[config.mk]
export PLATFORM = sky130hd
export DESIGN_NAME = uart_rx_fifo
export DESIGN_NICKNAME = d
export VERILOG_FILES = /design/src/rtl/uart_rx_fifo.sv
export SDC_FILE = /design/constraint.sdc
export NUM_CORES = 1
export LEC_CHECK = 0
export CORE_MARGIN = 2
export CORE_UTILIZATION = 55
export DETAILED_ROUTE_END_ITERATION = 10
export MAX_ROUTING_LAYER = met4
export PLACE_DENSITY = 0.84
export SLEW_MARGIN = 10
export SYNTH_ARGS = -nofsm -noshare
export SYNTH_HDL_FRONTEND = slang
export SYNTH_SLANG_ARGS = --single-unit
[constraint.sdc]
create_clock -name clk_i -period 2.7 [get_ports clk_i]
set_input_delay 0.405 -clock clk_i [delete_from_list [all_inputs] [get_ports clk_i]]
set_output_delay 0.405 -clock clk_i [all_outputs]
set_load 0.1 [all_outputs]
[src/rtl/uart_rx_fifo.sv]
`timescale 1ns/1ps
// 8N1 UART receiver with a 2-flop input synchronizer, break detection and a
// circular receive FIFO drained through a ready/valid pop port.
module uart_rx_fifo #(
  parameter int unsigned CLK_FREQ   = 100_000_000,
  parameter int unsigned BAUD       = 1_000_000,
  parameter int unsigned FIFO_DEPTH = 8
) (
  input  logic                              clk_i,
  input  logic                              rst_ni,
  input  logic                              rxd_i,
  output logic [7:0]                        rdata_o,
  output logic                              rvalid_o,
  input  logic                              rready_i,
  output logic [$clog2(FIFO_DEPTH+1)-1:0]   count_o,
  output logic                              ferr_o,
  output logic                              ovf_o,
  input  logic                              clr_err_i
);

  localparam int unsigned CPB = CLK_FREQ / BAUD;
  localparam int unsigned CW  = $clog2(CPB);
  localparam int unsigned AW  = $clog2(FIFO_DEPTH);
  localparam int unsigned NW  = $clog2(FIFO_DEPTH + 1);

  localparam logic [CW-1:0] HALF_LAST = CW'(CPB / 2 - 1);
  localparam logic [CW-1:0] BIT_LAST  = CW'(CPB - 1);
  localparam logic [NW-1:0] FULL_CNT  = NW'(FIFO_DEPTH);

  localparam logic [2:0] S_IDLE  = 3'd0;
  localparam logic [2:0] S_START = 3'd1;
  localparam logic [2:0] S_DATA  = 3'd2;
  localparam logic [2:0] S_STOP  = 3'd3;
  localparam logic [2:0] S_BREAK = 3'd4;

  if (CPB < 4) begin : g_bad_cpb
    $error("uart_rx_fifo: CLK_FREQ/BAUD must be at least 4");
  end
  if (FIFO_DEPTH < 2 || (FIFO_DEPTH & (FIFO_DEPTH - 1)) != 0) begin : g_bad_depth
    $error("uart_rx_fifo: FIFO_DEPTH must be a power of two and at least 2");
  end

  logic          rx_m, rx_s;
  logic [2:0]    state;
  logic [CW-1:0] baud_cnt;
  logic [2:0]    bit_cnt;
  logic [7:0]    shreg;

  logic [7:0]    mem [FIFO_DEPTH];
  logic [AW-1:0] wr_ptr, rd_ptr;
  logic [NW-1:0] count;

  logic stop_sample, push, frame_err, pop, full, wr_en, ovf_set;

  always_ff @(posedge clk_i or negedge rst_ni) begin
    if (!rst_ni) begin
      rx_m <= 1'b1;
      rx_s <= 1'b1;
    end else begin
      rx_m <= rxd_i;
      rx_s <= rx_m;
    end
  end

  always_ff @(posedge clk_i or negedge rst_ni) begin
    if (!rst_ni) begin
      state    <= S_IDLE;
      baud_cnt <= '0;
      bit_cnt  <= '0;
      shreg    <= '0;
    end else begin
      case (state)
        S_IDLE: begin
          baud_cnt <= '0;
          if (!rx_s) state <= S_START;
        end
        S_START: begin
          if (baud_cnt == HALF_LAST) begin
            baud_cnt <= '0;
            bit_cnt  <= '0;
            state    <= rx_s ? S_IDLE : S_DATA;
          end else begin
            baud_cnt <= baud_cnt + CW'(1);
          end
        end
        S_DATA: begin
          if (baud_cnt == BIT_LAST) begin
            baud_cnt <= '0;
            shreg    <= {rx_s, shreg[7:1]};
            if (bit_cnt == 3'd7) state <= S_STOP;
            else                 bit_cnt <= bit_cnt + 3'd1;
          end else begin
            baud_cnt <= baud_cnt + CW'(1);
          end
        end
        S_STOP: begin
          if (baud_cnt == BIT_LAST) begin
            baud_cnt <= '0;
            state    <= rx_s ? S_IDLE : S_BREAK;
          end else begin
            baud_cnt <= baud_cnt + CW'(1);
          end
        end
        S_BREAK: begin
          // Stay here until the line returns to mark so a held-low line is one error.
          if (rx_s) state <= S_IDLE;
        end
        default: state <= S_IDLE;
      endcase
    end
  end

  always_comb begin
    stop_sample = (state == S_STOP) && (baud_cnt == BIT_LAST);
    push        = stop_sample && rx_s;
    frame_err   = stop_sample && !rx_s;
    pop         = rvalid_o && rready_i;
    full        = (count == FULL_CNT);
    // A pop in the same cycle frees the slot the push needs.
    wr_en       = push && (!full || pop);
    ovf_set     = push && full && !pop;
  end

  always_ff @(posedge clk_i or negedge rst_ni) begin
    if (!rst_ni) begin
      for (int unsigned i = 0; i < FIFO_DEPTH; i++) mem[i] <= '0;
      wr_ptr <= '0;
      rd_ptr <= '0;
      count  <= '0;
    end else begin
      if (wr_en) begin
        mem[wr_ptr] <= shreg;
        wr_ptr      <= wr_ptr + AW'(1);
      end
      if (pop) rd_ptr <= rd_ptr + AW'(1);
      case ({wr_en, pop})
        2'b10:   count <= count + NW'(1);
        2'b01:   count <= count - NW'(1);
        default: count <= count;
      endcase
    end
  end

  always_ff @(posedge clk_i or negedge rst_ni) begin
    if (!rst_ni) begin
      ferr_o <= 1'b0;
      ovf_o  <= 1'b0;
    end else if (clr_err_i) begin
      ferr_o <= 1'b0;
      ovf_o  <= 1'b0;
    end else begin
      if (frame_err) ferr_o <= 1'b1;
      if (ovf_set)   ovf_o  <= 1'b1;
    end
  end

  assign rdata_o  = mem[rd_ptr];
  assign rvalid_o = (count != '0);
  assign count_o  = count;

endmodule

==> flow_metrics.py, run 1 <==
metrics = {
    "status": {
        "outcome": "finished clean",
    },
    "detailed_routing": {
        "drc": 0,
        "wl_um": 8530,
        "via_per_inst": 5.86,
        "drt-initial-drc-count": 169,
        "drtAntennaViolNets": 0,
        "vias": 2748,
        "firstDrtPassIters": 4,
        "wl_per_cell_um": 18.2,
    },
    "floorplan": {
        "initial_utilization_pct": 57.3,
        "rows": 33,
        "core_area_um2": 8260,
        "dieArea_um2": 9360,
        "die_x_um": 96.7,
        "fp.dieH_um": 96.7,
        "io_pins": 20,
    },
    "cells_and_area": {
        "drive_above_1_share_pct": 44.2,
        "num_antenna_cells": 0,
        "final_cells": 469,
        "stdcell_area_um2": 5340,
        "syn2layout_area_growth_pct": 12.9,
        "most-common-layout-cells": "dfrtp_1, mux2_2, buf_4, mux4_2, nand2_1",
        "final_common_cell": "dfrtp_1",
        "fin_util_pct": 64.7,
        "nets": 371,
    },
    "timing": {
        "finalCriticalPeriod_ps": 2610,
        "fmax_ghz": 0.383,
        "fin_crit_sh_pct": 96.6,
        "tns_ps": 0,
        "hold_violations": 0,
        "slew_headroom_pct": 42.4,
        "drv_slew": 0,
        "final.setup_skew_ps": 12.1,
        "grt_setup_unrepaired": "false",
        "worst_slew_pin_slew_ps": 864,
        "setup_viol": 0,
    },
    "global_routing": {
        "grt_pass1_vias": 2784,
        "grt_overflow_total": 0,
        "grt_antenna_before_repair": 0,
        "grt_pass1_wl_um": 14500,
        "grt_max_degree": 56,
        "grt_usage_pct": 20.4,
    },
    "setup_path": {
        "arrival_ps": 2200,
        "cpMaxStageDelayCell": "dfrtp_1",
        "cp_max_fo": 18,
        "path_cells": "mux4_2 > mux2_2 > buf_12",
        "crit_required_ps": 2300,
        "cp-start-kind": "flop",
        "end_kind": "output port",
        "crit_type": "reg -> out",
        "max_stage_delay_ps": 910,
    },
    "cts": {
        "cts_tree": "yes",
        "htree_levels": 3,
        "ctsHoldBuffers": 0,
        "root_buffer": "clkbuf_8",
        "post-cts-setup-buffers": 0,
        "cts-resized-gates": 0,
        "clock_path_buffers": 2,
        "insertion_delay_ps": 370,
        "clock-sinks": 99,
        "cts_buffers": 9,
        "clk_pin_slew_ps": 100,
    },
    "pwr": {
        "power_density_nw_per_um2": 468,
        "vdd_drop_max_mv": 0.370,
        "p_total_mw": 2.50,
        "power_leakage_nw": 2.58,
    },
    "synth": {
        "ys_warn_count": 0,
        "synth_top_area_share_pct": 51.3,
        "yosysTopAreaCell": "dfrtp_1",
        "synthDistinctLibCells": 48,
        "synth_nets": 348,
        "avgSynthCellArea_um2": 14.1,
        "netlist_instances": 336,
        "ys_top_cells_by_area": "dfrtp_1, mux2_2, mux4_2",
        "ys_ff_latch": 99,
        "syn_area_um2": 4730,
        "seq_area_frac_synth_pct": 52.4,
    },
    "worst_hold_path": {
        "hold_path.class": "in -> async",
    },
    "run": {
        "maxCapViolations": 0,
    },
    "place": {
        "gp_routability_congestion": 0.819,
        "hpwl_um": 5650,
        "placed_cells": 453,
        "placed_area_um2": 5140,
        "io_buffers": 19,
    },
}
Yosys cell counts, drive strengths merged:
cell type and count:
inv 6, o21bai 1, nor4 5, clkinv 1, or3 2, nor2b 2
and2b 1, dfstp 2, mux2 83, clkbuf 7, nor3 6, nor2 13
o21ai 3, a211oi 1, buf 13, dfrtp 97, a21oi 11, and4 1
o31ai 1, mux2i 3, nand3 5, xnor2 6, xor2 1, or4 4
a21o 5, and3 1, nand4b 1, or3b 1, nand2 16, mux4 16
nand3b 1, o31a 1, nor4b 2, and2 1, a311oi 2, ha 7
a2bb2oi 2, nand4 4, a41oi 1
worst max-delay path: cells and delay by family (launching register included):
kind	cells	cell delay [ps]
buf+inv	1	170
mux	2	740
flops	1	910
power by group:
| group | internal (mW) | switching [mW] |
|---|---|---|
| clock network | 0.437 | 0.535 |
| registers | 1.48 | 0.000727 |
| logic | 0.0105 | 0.0324 |
| total | 1.93 | 0.568 |
cell families after synthesis:
family / after synthesis / synth area share (%)
mux: 102 / 28.7
flops: 99 / 52.4
simple gates: 66 / 9.50
compound gates: 28 / 3.86
buf+inv: 27 / 2.41
xor+xnor: 7 / 1.30
fa+ha+maj: 7 / 1.85
routing by layer:
layer,up-vias,wire [µm],track usage [%]
li1,1276,-,-
met1,1421,4150,29.6
met2,40,4030,29.2
met3,11,233,4.19
met4,0,127,6.39
met5,-,0,-
layout make-up:
type	instances	area [µm²]
fill	583	2920
clock inverter	6	71.3
timing repair buffer	32	360
clock buffer	10	128
tap	105	131
multi-input combinational	210	2140
sequential	99	2480
inverter	7	26.3
state kept, by name (all words and copies together) (netlist names):
name,count
state,3
baud_cnt,7
count_o,4
rd_ptr,3
mem,64
bit_cnt,3
rx_s,1
ovf_o,1
wr_ptr,3
shreg,8
rx_m,1
ferr_o,1
stage by stage:
stage          setup slack [ps]  hold WS, ps
5_1_grt                    19.4         75.2
4_1_cts                    85.9         39.2
6_report                   90.9         19.3
3_5_place_dp                222          347
2_1_floorplan              6.91          109
3_3_place_gp                301          346
final timing paths:
check,startpoint,to,slack (ps),depth (start not counted)
min in group clk_i,rx_m$_DFF_PN1_,rx_s$_DFF_PN1_,360,0
max in group asynchronous,rst_ni,mem[22]$_DFFE_PN0P_,1980,2
hold reg to reg,rx_m$_DFF_PN1_,rx_s$_DFF_PN1_,360,0
setup reg to reg,rx_s$_DFF_PN1_,mem[53]$_DFFE_PN0P_,370,4
setup / recovery,rd_ptr[1]$_DFFE_PN0P_,rdata_o[5],90,3
hold / removal,rst_ni,baud_cnt[1]$_DFFE_PN0P_,20,1
Note: power is estimated with default switching activity, not from simulation.
==> run 2: changes to the inputs <==
==> constraint.sdc (replaced) <==
create_clock -name clk_i -period 3 [get_ports clk_i]
set_input_delay 0.45 -clock clk_i [delete_from_list [all_inputs] [get_ports clk_i]]
set_output_delay 0.45 -clock clk_i [all_outputs]
set_load 0.1 [all_outputs]
==> run 2 against run 1 <==
  * Non-clock buffer count decreased by 1
  * Critical path type unchanged
  * Cell count decreased by 0.21%
  * Largest power group unchanged
  * Highest routed layer unchanged
  * Die area unchanged
  * Register-to-register slack improved by 150 ps
  * Critical endpoint is now rdata_o[7]
  * Worst hold slack improved by 130 ps
  * Total power decreased by 12%
==> flow_metrics.py, run 2 (synthesis results as in run 1) <==
metrics = {
    "timing": {
        "setup_viol": 0,
        "final.setup_skew_ps": 10.3,
        "fin_crit_sh_pct": 88.7,
        "hold_violations": 0,
        "grt_setup_unrepaired": "false",
        "slew_headroom_pct": 41.7,
        "fmax_ghz": 0.376,
        "finalCriticalPeriod_ps": 2660,
        "drv_slew": 0,
        "tns_ps": 0,
        "worst_slew_pin_slew_ps": 875,
    },
    "floorplan": {
        "fp.dieH_um": 96.7,
        "core_area_um2": 8260,
        "initial_utilization_pct": 57.3,
        "rows": 33,
        "dieArea_um2": 9360,
        "io_pins": 20,
        "die_x_um": 96.7,
    },
    "cts": {
        "insertion_delay_ps": 370,
        "cts-resized-gates": 0,
        "htree_levels": 3,
        "cts_tree": "yes",
        "clk_pin_slew_ps": 90,
        "post-cts-setup-buffers": 0,
        "clock_path_buffers": 2,
        "root_buffer": "clkbuf_8",
        "ctsHoldBuffers": 0,
        "clock-sinks": 99,
        "cts_buffers": 9,
    },
    "place": {
        "placed_cells": 452,
        "gp_routability_congestion": 0.795,
        "hpwl_um": 5780,
        "io_buffers": 19,
    },
    "cells_and_area": {
        "top_register": "mem",
        "largest_reg_flops": 64,
        "nets": 370,
        "final_cells": 468,
        "top_regs": "mem x64, shreg x8, baud_cnt x7",
        "fillCellCount": 596,
        "syn2layout_area_growth_pct": 12.2,
        "drive_above_1_share_pct": 43.3,
        "final_common_cell": "dfrtp_1",
        "most-common-layout-cells": "dfrtp_1, mux2_2, buf_4, mux4_2, nand2_1",
        "num_antenna_cells": 0,
    },
    "detailed_routing": {
        "via_per_inst": 5.83,
        "wl_um": 8690,
        "drc": 0,
        "wl_per_cell_um": 18.6,
        "drt-initial-drc-count": 151,
        "firstDrtPassIters": 5,
        "vias": 2730,
        "drtAntennaViolNets": 0,
    },
    "pwr": {
        "clkPwrFrac_pct": 37.6,
        "power_leakage_nw": 2.58,
        "p_seq_share_pct": 60.7,
        "power_density_nw_per_um2": 415,
        "p_int_mw": 1.68,
        "vdd_drop_max_mv": 0.263,
        "p_comb_share_pct": 1.7,
        "swShare_pct": 23.5,
        "switchingPower_mw": 0.518,
    },
    "global_routing": {
        "grt_overflow_total": 0,
        "grt_antenna_before_repair": 0,
        "grt_max_degree": 62,
        "grt_pass1_vias": 2932,
        "grt_pass1_wl_um": 15200,
        "grt_usage_pct": 21.1,
    },
    "status": {
        "outcome": "finished clean",
    },
    "setup_path": {
        "cp_max_fo": 18,
        "arrival_ps": 2210,
        "crit_required_ps": 2550,
        "reg2regPathDepth": 8,
        "end_kind": "output port",
        "cp-start-kind": "flop",
        "rr_startpoint": "rx_s$_DFF_PN1_",
        "ff2ff_setup_slack_ps": 520,
        "r2r-end": "count_o[2]$_DFFE_PN0P_",
        "crit_type": "reg -> out",
        "critPathLaunch": "rd_ptr[1]$_DFFE_PN0P_",
    },
    "run": {
        "maxCapViolations": 0,
    },
    "worst_hold_path": {
        "hold_path.class": "in -> async",
    },
}
## run 2: changes by cell type in the layout (fill, tap and decap cells not counted)
| cell | previous run | this run |
|---|---|---|
| buf_12 | 9 | 8 |
| bufinv_16 | 1 | 0 |
| clkbuf_1 | 1 | 0 |
| clkbuf_8 | 9 | 10 |
| clkinvlp_4 | 2 | 1 |
| dfrtp_1 | 93 | 97 |
| dfrtp_2 | 4 | 0 |
| inv_6 | 2 | 3 |
| inv_8 | 0 | 1 |
## run 2: metal layers
| metal | share of wire, % | GRT usage, % | vias to the layer above |
|---|---|---|---|
| met5 | 0 | - | - |
| met4 | 1.8 | 7.48 | 0 |
| met3 | 2.0 | 2.31 | 14 |
| met2 | 49 | 33.3 | 36 |
| met1 | 47 | 28.8 | 1400 |
| li1 | - | - | 1280 |
## run 2: power by group through the flow
stage | clock network [mW] | registers (mW) | logic, mW
detailed placement | 0 | 1.36 | 0.0388
finish | 0.828 | 1.34 | 0.0364
global route | 0.896 | 1.34 | 0.0432
floorplan | 0 | 1.36 | 0.00256
CTS | 0.841 | 1.34 | 0.0387
global placement | 0 | 1.36 | 0.0370
## run 2: critical path: stages, from the launching register on
cell and delay [ps]:
dfrtp_1 920, mux4_2 430, mux2_2 320, buf_12 170
## run 2: how the worst max path moves through the flow
stage | end | cells past startpoint
global route | rdata_o[7] | 3
detailed placement | mem[28]$_DFFE_PN0P_ | 6
finish | rdata_o[7] | 3
global placement | mem[26]$_DFFE_PN0P_ | 6
CTS | rdata_o[7] | 3
floorplan | count_o[2]$_DFFE_PN0P_ | 8
## run 2: cell type report
| type | instances | area [µm²] | area share, % |
|---|---|---|---|
| Clock inverter | 6 | 53.8 | 1.01 |
| Multi-Input combinational cell | 210 | 2140 | 40.3 |
| Sequential cell | 99 | 2480 | 46.7 |
| Timing Repair Buffer | 31 | 340 | 6.41 |
| Clock buffer | 10 | 138 | 2.59 |
| Tap cell | 105 | 131 | 2.47 |
| Inverter | 7 | 26.3 | 0.495 |
## run 2: through the flow
step / hold WS, ps / utilization [%] / setup WS [ps] / power [mW] / cell area (µm²)
after floorplan: 154 / - / 39.4 / 1.37 / 4730
after global placement: 347 / 62.0 / 482 / 1.40 / 5120
after detailed placement: 349 / 62.0 / 453 / 1.40 / 5120
after CTS: 169 / 64.3 / 334 / 2.22 / 5310
after global routing: 209 / 64.3 / 282 / 2.28 / 5310
final: 144 / 64.3 / 340 / 2.20 / 5310
==> run 3: changes to the inputs <==
--- a/config.mk
+++ b/config.mk
@@ -8,6 +8,7 @@
 export CORE_MARGIN = 2
 export CORE_UTILIZATION = 55
 export DETAILED_ROUTE_END_ITERATION = 10
+export HOLD_SLACK_MARGIN = 0.05
 export MAX_ROUTING_LAYER = met4
 export PLACE_DENSITY = 0.84
 export SLEW_MARGIN = 10
==> results of run 3 <==
No change in the layout: final DEF, timing and power equal those of run 2.
